--- src/rtl/cereal_pkg.sv ---
// rtl/cereal_pkg.sv - frame constants and receiver state type shared by both link ends
package cereal_pkg;

  localparam logic START_BIT         = 1'b0;
  localparam logic STOP_BIT          = 1'b1;
  localparam int   DATA_BITS         = 8;
  localparam int   DEFAULT_BIT_TICKS = 868;

  typedef enum logic [2:0] {
    IDLE,
    START,
    DATA,
    STOP,
    WAIT_HIGH
  } rx_state_t;

endpackage

--- src/rtl/cereal_rx_if.sv ---
// rtl/cereal_rx_if.sv - FWFT read port between the receiver queue and its consumer
interface cereal_rx_if #(
  parameter int DEPTH = 4
) ();

  logic                     rd;
  logic [7:0]               data;
  logic                     valid;
  logic [$clog2(DEPTH):0]   count;

  modport master (output data, output valid, output count, input rd);
  modport slave  (input data, input valid, input count, output rd);

endinterface

--- src/rtl/sync_fifo.sv ---
// rtl/sync_fifo.sv - first-word-fall-through queue holding received bytes
module sync_fifo
  import cereal_pkg::*;
#(
  parameter int DEPTH = 4,
  parameter int WIDTH = DATA_BITS
) (
  input  logic                   sysclk,
  input  logic                   reset,
  input  logic                   wr_en,
  input  logic [WIDTH-1:0]       wr_data,
  input  logic                   rd,
  output logic [WIDTH-1:0]       rd_data,
  output logic                   valid,
  output logic                   full,
  output logic [$clog2(DEPTH):0] count
);

  localparam int AW = $clog2(DEPTH);

  logic [WIDTH-1:0] mem [DEPTH];
  logic [AW-1:0]    wr_ptr;
  logic [AW-1:0]    rd_ptr;
  logic [AW:0]      count_q;
  logic             pop;
  logic             push;

  assign valid   = (count_q != '0);
  assign full    = (count_q == (AW+1)'(DEPTH));
  assign pop     = rd && valid;
  // A pop in the same cycle frees the slot, so a full queue still accepts the push.
  assign push    = wr_en && (!full || pop);
  assign rd_data = valid ? mem[rd_ptr] : '0;
  assign count   = count_q;

  // Storage write; stale entries are never visible because rd_data is masked when empty
  always_ff @(posedge sysclk) begin
    if (push) mem[wr_ptr] <= wr_data;
  end

  // Pointer and occupancy bookkeeping
  always_ff @(posedge sysclk or negedge reset) begin
    if (!reset) begin
      wr_ptr  <= '0;
      rd_ptr  <= '0;
      count_q <= '0;
    end else begin
      if (push) wr_ptr <= wr_ptr + AW'(1);
      if (pop)  rd_ptr <= rd_ptr + AW'(1);
      count_q <= count_q + (AW+1)'(push) - (AW+1)'(pop);
    end
  end

endmodule

--- src/rtl/cereal_rx.sv ---
// rtl/cereal_rx.sv - serial frame receiver feeding a small FWFT queue
module cereal_rx
  import cereal_pkg::*;
#(
  parameter int BIT_TICKS = DEFAULT_BIT_TICKS,
  parameter int DEPTH     = 4
) (
  input  logic        sysclk,
  input  logic        reset,
  input  logic        serialIn,
  cereal_rx_if.master rxq,
  output logic        busy,
  output logic        frame_err,
  output logic        overflow
);

  localparam int                CW        = $clog2(BIT_TICKS);
  localparam int                BW        = $clog2(DATA_BITS);
  localparam logic [CW-1:0]     FULL_LAST = CW'(BIT_TICKS - 1);
  localparam logic [CW-1:0]     HALF_LAST = CW'(BIT_TICKS / 2 - 1);

  rx_state_t              state;
  rx_state_t              state_n;
  logic                   sync_a;
  logic                   sync_b;
  logic                   line_d;
  logic                   line;
  logic                   fall;
  logic [CW-1:0]          cnt;
  logic [BW-1:0]          bit_idx;
  logic [DATA_BITS-1:0]   shreg;
  logic                   tick_done;
  logic                   cnt_clr;
  logic                   shift_en;
  logic                   push;
  logic                   ferr_set;
  logic                   full;
  logic                   drop;

  assign line = sync_b;
  assign fall = line_d && !sync_b;
  assign busy = (state != IDLE);
  // The first sample lands mid start bit; every later one is a whole bit apart.
  assign tick_done = (state == START) ? (cnt == HALF_LAST) : (cnt == FULL_LAST);
  assign drop = push && full && !rxq.rd;

  // Two-flop synchronizer plus one delayed copy for falling-edge detection
  always_ff @(posedge sysclk or negedge reset) begin
    if (!reset) begin
      sync_a <= 1'b1;
      sync_b <= 1'b1;
      line_d <= 1'b1;
    end else begin
      sync_a <= serialIn;
      sync_b <= sync_a;
      line_d <= sync_b;
    end
  end

  // Receiver state register
  always_ff @(posedge sysclk or negedge reset) begin
    if (!reset) state <= IDLE;
    else        state <= state_n;
  end

  // Next-state and per-cycle control decode
  always_comb begin
    state_n  = state;
    cnt_clr  = 1'b0;
    shift_en = 1'b0;
    push     = 1'b0;
    ferr_set = 1'b0;
    case (state)
      IDLE: begin
        cnt_clr = 1'b1;
        if (fall) state_n = START;
      end
      START: begin
        if (tick_done) begin
          cnt_clr = 1'b1;
          state_n = (line == START_BIT) ? DATA : IDLE;
        end
      end
      DATA: begin
        if (tick_done) begin
          cnt_clr  = 1'b1;
          shift_en = 1'b1;
          if (bit_idx == BW'(DATA_BITS - 1)) state_n = STOP;
        end
      end
      STOP: begin
        if (tick_done) begin
          cnt_clr = 1'b1;
          if (line == STOP_BIT) begin
            push    = 1'b1;
            state_n = IDLE;
          end else begin
            ferr_set = 1'b1;
            state_n  = WAIT_HIGH;
          end
        end
      end
      WAIT_HIGH: begin
        cnt_clr = 1'b1;
        if (line) state_n = IDLE;
      end
      default: state_n = IDLE;
    endcase
  end

  // Bit timer, shift register, error pulse and sticky overflow
  always_ff @(posedge sysclk or negedge reset) begin
    if (!reset) begin
      cnt       <= '0;
      bit_idx   <= '0;
      shreg     <= '0;
      frame_err <= 1'b0;
      overflow  <= 1'b0;
    end else begin
      cnt <= cnt_clr ? '0 : cnt + CW'(1);
      if (shift_en) begin
        shreg   <= {line, shreg[DATA_BITS-1:1]};
        bit_idx <= bit_idx + BW'(1);
      end else if (state != DATA) begin
        bit_idx <= '0;
      end
      frame_err <= ferr_set;
      if (drop) overflow <= 1'b1;
    end
  end

  sync_fifo #(
    .DEPTH (DEPTH),
    .WIDTH (DATA_BITS)
  ) u_fifo (
    .sysclk  (sysclk),
    .reset   (reset),
    .wr_en   (push),
    .wr_data (shreg),
    .rd      (rxq.rd),
    .rd_data (rxq.data),
    .valid   (rxq.valid),
    .full    (full),
    .count   (rxq.count)
  );

endmodule

--- src/flat_wrapper.sv ---
// flat-port wrapper written by rule: the top's interface ports become plain ports
module cereal_rx_flat import cereal_pkg::*;
#(
  parameter int BIT_TICKS = DEFAULT_BIT_TICKS,
  parameter int DEPTH     = 4
)
  (sysclk, reset, serialIn, busy, frame_err, overflow, rxq_data, rxq_valid, rxq_count, rxq_rd);
  cereal_rx_if #(.DEPTH(DEPTH)) rxq_i ();
  input  logic sysclk;
  input  logic reset;
  input  logic serialIn;
  output logic busy;
  output logic frame_err;
  output logic overflow;
  output wire logic [$bits(rxq_i.data)-1:0] rxq_data;
  output wire logic [$bits(rxq_i.valid)-1:0] rxq_valid;
  output wire logic [$bits(rxq_i.count)-1:0] rxq_count;
  input wire logic [$bits(rxq_i.rd)-1:0] rxq_rd;
  assign rxq_data = rxq_i.data;
  assign rxq_valid = rxq_i.valid;
  assign rxq_count = rxq_i.count;
  assign rxq_i.rd = rxq_rd;
  cereal_rx #(.BIT_TICKS(BIT_TICKS), .DEPTH(DEPTH)) u_core (.sysclk(sysclk), .reset(reset), .serialIn(serialIn), .rxq(rxq_i), .busy(busy), .frame_err(frame_err), .overflow(overflow));
endmodule
--- config.mk ---
export PLATFORM = sky130hd
export DESIGN_NAME = cereal_rx_flat
export DESIGN_NICKNAME = d
export VERILOG_FILES = /design/src/rtl/cereal_pkg.sv /design/src/rtl/cereal_rx_if.sv /design/src/rtl/sync_fifo.sv /design/src/rtl/cereal_rx.sv /design/src/flat_wrapper.sv
export SDC_FILE = /design/constraint.sdc
export NUM_CORES = 1
export LEC_CHECK = 0
export CAP_MARGIN = 10
export CORE_MARGIN = 2
export CORE_UTILIZATION = 58
export CTS_BUF_LIST = sky130_fd_sc_hd__clkbuf_16
export CTS_CLUSTER_DIAMETER = 200
export DETAILED_ROUTE_END_ITERATION = 8
export GPL_TIMING_DRIVEN = 0
export PLACE_DENSITY = 0.78
export SETUP_SLACK_MARGIN = 0.3
export SLEW_MARGIN = 5
export SYNTH_ARGS = -nofsm -noshare
export SYNTH_HDL_FRONTEND = slang
export SYNTH_SLANG_ARGS = --single-unit
--- constraint.sdc ---
create_clock -name sysclk -period 3.5 [get_ports sysclk]
set_input_delay 0.525 -clock sysclk [delete_from_list [all_inputs] [get_ports sysclk]]
set_output_delay 0.525 -clock sysclk [all_outputs]
set_load 0.005 [all_outputs]
Word-level counts from Yosys, hierarchy flattened
Memory sizes are Yosys's and may differ from the RTL's.
Index checks and enable logic that the tools add are counted.
{ "totals": {"ff_bits": 36, "ram_bits": 32, "in_bits": 4, "out_inout_bits": 15, "word_cells": 75, "n_memories": 1} }
{ "classes": {"n_addsub": 6, "eq_ne": 15, "muxes": 25, "n_reduce_logical": 16} }
{ "memory_table": {"columns": ["memory", "depth", "width", "rd", "rd_clocked_by_memory_dff", "write_ports", "line", "rtl"], "rows": [
  ["u_core.u_fifo.mem", 4, 8, 1, 0, 1, "sync_fifo.sv:21", "logic [WIDTH-1:0] mem [DEPTH];"]
]} }
{ "op_table": {"columns": ["cell", "n"], "rows": [
  ["$mux 3", 9],
  ["$pmux 3 s5", 1],
  ["$ne 2x1->1 const B", 6],
  ["$mux 1", 11],
  ["$add 10x1->10 const B", 1],
  ["$eq 10x10->1 const B", 1],
  ["$eq 10x9->1 const B", 1],
  ["$mux 10", 1],
  ["$eq 3x3->1 const B", 3],
  ["$mux 8", 1],
  ["$eq 3x2->1 const B", 2],
  ["$reduce_and 6->1", 1],
  ["$reduce_bool 3->1", 2],
  ["$logic_and 1x1->1", 5],
  ["$add 2x1->2 const B", 2],
  ["$add 3x1->3", 1],
  ["$add 3x1->3 const B", 1],
  ["$eq 3x1->1 const B", 1],
  ["$logic_not 1->1", 3],
  ["$logic_not 3->1", 1],
  ["$ne 3x2->1 const B", 1],
  ["$reduce_or 3->1", 1],
  ["$sub 3x1->3", 1],
  ["$mux 2", 1],
  ["4 further kinds", 4]
]} }

Depth between registers and ports, before layout
{ "logic_depth": {"ltp_word": 7, "mapped_depth": 11, "depth_no_buf": 10} }

Modules after synthesis
From an unflattened synthesis, not the netlist that was laid out.
{ "unflattened": {"hier_cells": 204, "area_unflattened_um2": 2991.6} }
{ "modules_own_cells": {"columns": ["module", "n_inst", "cells_each", "area_each_um2", "seq_area_each_um2"], "rows": [
  ["sync_fifo", 1, 87, 1650.3, 1136.1],
  ["cereal_rx", 1, 117, 1341.3, 729.4]
]} }

Worst setup path before layout
OpenSTA, ideal clock, no wires.
{ "synth_timing": {"kind": "register to register", "from": "register u_core.cnt[7]", "to": "register u_core.u_fifo.count_q[2], in the netlist u_core.u_fifo.count[2]", "setup_ns": 0.124, "arrival_ns": 2.559, "t_required_ns": 3.376, "path_slack_ns": 0.818, "path_stages_with_launch": 11, "path_buffers": 0, "synth_period_minus_slack_ns": 2.682, "cell_sequence": "dfrtp_1 > and4bb_4 > nand4_4 > nor4b_4 > inv_1 > ha_1 > inv_1 > ha_1 > fa_1 > xor2_1 > xnor2_1"} }
{ "synth_between": {"elab_chain_cells": 7, "word_cells_on_any_way": 8, "classes_between": "add/sub (2); eq/ne (2); mux (3); reduce/logical (1)"} }
{ "synth_lines": {"columns": ["item", "line", "rtl"], "rows": [
  ["from (decl)", "cereal_rx.sv:29", "logic [CW-1:0] cnt;"],
  ["from (signal assigned)", "cereal_rx.sv:120", "cnt <= cnt_clr ? '0 : cnt + CW'(1);"],
  ["$eq 10x10->1 or $eq 10x9->1 (tied branches)", "cereal_rx.sv:44", "assign tick_done = (state == START) ? (cnt == HALF_LAST) : (cnt == FULL_LAST);"],
  ["$mux 1 (*)", "cereal_rx.sv:44", null],
  ["$mux 1 (*)", "cereal_rx.sv:92", "if (tick_done) begin"],
  ["$mux 1 (*)", "cereal_rx.sv:73", "case (state)"],
  ["$logic_and 1x1->1 (*)", "sync_fifo.sv:32", "assign push = wr_en && (!full || pop);"],
  ["$add 3x1->3 (*)", "sync_fifo.sv:50", "count_q <= count_q + (AW+1)'(push) - (AW+1)'(pop);"],
  ["$sub 3x1->3 (*)", "sync_fifo.sv:50", null],
  ["to (signal assigned)", "sync_fifo.sv:50", null],
  ["to (decl)", "sync_fifo.sv:24", "logic [AW:0] count_q;"]
]} }
Mark *: on every way between the ends. The rest lies on a longest branch, timed or not.
A chain may end at the register's enable or synchronous reset.

Worst setup path after layout
Ends and elaborated chain as after synthesis.

==> impl_metrics.env <==
export IMPL_slew_violations=0
export IMPL_ys_seq_area_share_pct=63.2
export IMPL_critPathSlowestCell="nor4b_4"
export IMPL_die_area_um2=5670
export IMPL_critPathMaxFanout=7
export IMPL_cp_arrival_ps=3180
export IMPL_start_util_pct=61.2
export IMPL_post_drt_wl_per_cell_um=16.2
export IMPL_clock_path_buffers=2
export IMPL_numCtsBuffers=9
export IMPL_tightest_slew_ps=783
export IMPL_power_uw=2190
export IMPL_ios=19
export IMPL_critPathKind="reg2reg"
export IMPL_drive_gt1_share_pct=19.8
export IMPL_post_synth_top_area_cell="edfxtp_1"
export IMPL_post_route_min_period_ps=2950
export IMPL_syn_inst=198
export IMPL_period_share_pct=84.2
export IMPL_relSlewSlack_pct=47.8
export IMPL_diodes=0
export IMPL_crit_family="simple AND/OR/NAND/NOR gates"
export IMPL_run_status="completed"
export IMPL_worstPathRequired_ps=3740
export IMPL_power_density_nw_per_um2=628
export IMPL_syn_mean_instance_area_um2=14.9
export IMPL_hpwlAfterDp_um=3240
export IMPL_dr_first_iter_drc_count=91
export IMPL_postLayoutSetupSlackWorst_ps=553
export IMPL_syn_area_um2=2950
export IMPL_synth_seq_cells=68
export IMPL_netlist_area_leader_share_pct=32.6
export IMPL_vias=1668
export IMPL_tns_ps=0
export IMPL_first_global_vias=1670
export IMPL_yosysWarnings=0
export IMPL_dr_pass1_iters=4
export IMPL_cts_resized=0
export IMPL_io_buffers=18
export IMPL_synth_enable_flop_cells=32
export IMPL_rsz0062_at_grt="no"
export IMPL_setup_viol=0
export IMPL_critPathMaxStageDelay_ps=480
export IMPL_ys_top_cells_by_area="edfxtp_1, dfrtp_1, mux4_2"
export IMPL_antenna_found_initial=0
export IMPL_nFillCells=324
export IMPL_multi_input_area_um2=1030
export IMPL_placementRows=25
export IMPL_syn_nets=212
export IMPL_viasPerCell=5.58
export IMPL_clockRootBuffer="clkbuf_16"
export IMPL_cp_num_buf_inv=2
export IMPL_path_cells="and4bb_4 -> nand4_4 -> nor4b_4 -> inv_1 -> ha_1 -> inv_1 -> ha_1 -> fa_1 -> xor2_1 -> xnor2_1"
export IMPL_register_area_um2=1870
export IMPL_yosysUniqueCellTypes=43
export IMPL_grt_overflow_total=0
export IMPL_wl_um=4830
export IMPL_ir_drop_mv=0.471
export IMPL_yosys_most_used_dff="dfrtp_1"
export IMPL_postCtsSetupBuffers=0
export IMPL_gp_congestion=0.879
export IMPL_cts_tree="yes"
export IMPL_grt_pass1_wl_um=7890
export IMPL_nets=241
export IMPL_dp_slack_ps=517
export IMPL_critPathCaptureType="flop"
export IMPL_ant_nets=0
export IMPL_p_leak_uw=0.00149
export IMPL_path_clk_slew_ps=50
export IMPL_async_flop_share_pct=52.9
export IMPL_htreeDepth=3
export IMPL_track_usage_pct=19.7
export IMPL_hold_class="in2async"
export IMPL_clock_latency_ps=330
export IMPL_fin_skew_ps=7.66
export IMPL_drcViolationCount=0
export IMPL_drv_cap=0
export IMPL_area_growth_pct=18.2
export IMPL_cts_sinks=68
export IMPL_die_x_um=75.3
export IMPL_grt_start_max_net_pins=37
export IMPL_core_um2=4820
export IMPL_postCtsHoldBufs=0
export IMPL_fmax_mhz=339
export IMPL_die_h_um=75.3
export IMPL_timing_hold_violations_final=0
export IMPL_crit_path_start_kind="flop"
==> worst reg2reg max path: cells and delay by family (launching register included) <==
kind / cells / cell delay [ps]
AND/OR/NAND/NOR: 3 / 1080
XOR/XNOR: 2 / 350
adder cells (fa/ha/maj): 3 / 860
flip-flops: 1 / 430
buffers and inverters: 2 / 140
==> worst paths after layout <==
kind                                from                endpoint  slack [ps]  cells after the start
setup / recovery           u_core.cnt[7]  u_core.u_fifo.count[2]         550                     10
hold / removal                     reset  u_core.u_fifo.count[1]         280                      1
setup reg to reg           u_core.cnt[7]  u_core.u_fifo.count[2]         550                     10
hold reg to reg            u_core.sync_a             u_core.line         360                      0
max in group asynchronous          reset           u_core.cnt[3]        2720                      1
min in group sysclk        u_core.sync_a             u_core.line         360                      0
==> flip-flops by register name (all words and copies together) (netlist names) <==
register,cells
u_core.u_fifo.rd_ptr,2
u_core.u_fifo.count,3
u_core.shreg,8
u_core.cnt,10
u_core.u_fifo.wr_ptr,2
u_core.overflow,1
u_core.sync_a,1
u_core.u_fifo.mem,32
u_core.frame_err,1
u_core.bit_idx,3
u_core.line_d,1
u_core.line,1
u_core.state,3
==> where the power goes <==
| part | total [uW] | switching (uW) | internal [uW] |
|---|---|---|---|
| logic | 365 | 180 | 184 |
| clock network | 834 | 299 | 535 |
| registers | 990 | 81.6 | 909 |
| total | 2190 | 561 | 1630 |
==> synth_stat cells (all sizes together) (7+ instances only) <==
cell type / instances
dfrtp: 33
edfxtp: 32
and2: 13
mux2: 10
nor3: 10
ha: 9
nand2: 9
xor2: 9
mux4: 8
nor2: 8
inv: 7
==> kinds of logic after synthesis <==
| kind of cell | count (synthesis) | share of synthesized area [%] |
|---|---|---|
| compound gates | 9 | 1.99 |
| xor+xnor | 13 | 3.86 |
| fa+ha+maj | 10 | 4.50 |
| buf+inv | 14 | 1.95 |
| flops | 68 | 63.2 |
| mux | 20 | 10.7 |
| simple gates | 64 | 13.7 |
==> cell usage in the layout, fill, tap and decap left out, types with 2 or more instances in the layout <==
cell type	count
a21oi_1	3
and2_1	9
and2_2	4
and3_1	2
buf_2	3
clkbuf_1	3
clkbuf_16	9
clkbuf_2	2
clkdlybuf4s50_1	17
clkinv_1	3
dfrtp_1	33
dfstp_2	3
edfxtp_1	32
ha_1	9
inv_1	10
mux2_2	9
mux2i_1	2
mux4_2	8
nand2_1	9
nand3_1	4
nand4_1	4
nor2_1	7
nor3_1	10
or3_1	3
xnor2_1	4
xor2_1	9
==> cell type report <==
class / instances / share of cell area [%]
tap: 67 / 2.40
clock buffer: 9 / 6.46
buffer: 7 / 0.897
sequential: 68 / 53.5
clock inverter: 7 / 1.51
inverter: 7 / 0.753
multi-input combinational: 116 / 29.5
timing repair buffer: 18 / 5.02
==> per-stage QoR <==
step / area (um^2) / std cells / util (%) / hold slack, ps
final: 3490 / 299 / 72.4 / 280
after global routing: 3490 / 299 / 72.4 / 348
after CTS: 3490 / 299 / 72.4 / 319
after detailed placement: 3210 / 283 / 66.6 / 351
after global placement: 3210 / 283 / 66.7 / 348
after floorplan: 2950 / 198 / - / 229
==> metal layers <==
| metal | GRT usage, % | up-vias | share of wire, % |
|---|---|---|---|
| met5 | 0 | - | 0 |
| met1 | 23.2 | 834 | 40 |
| li1 | - | 784 | - |
| met3 | 5.42 | 10 | 4.4 |
| met4 | 11.3 | 0 | 2.0 |
| met2 | 32.7 | 40 | 53 |
No activity file was read; power rests on OpenSTA's default activity.
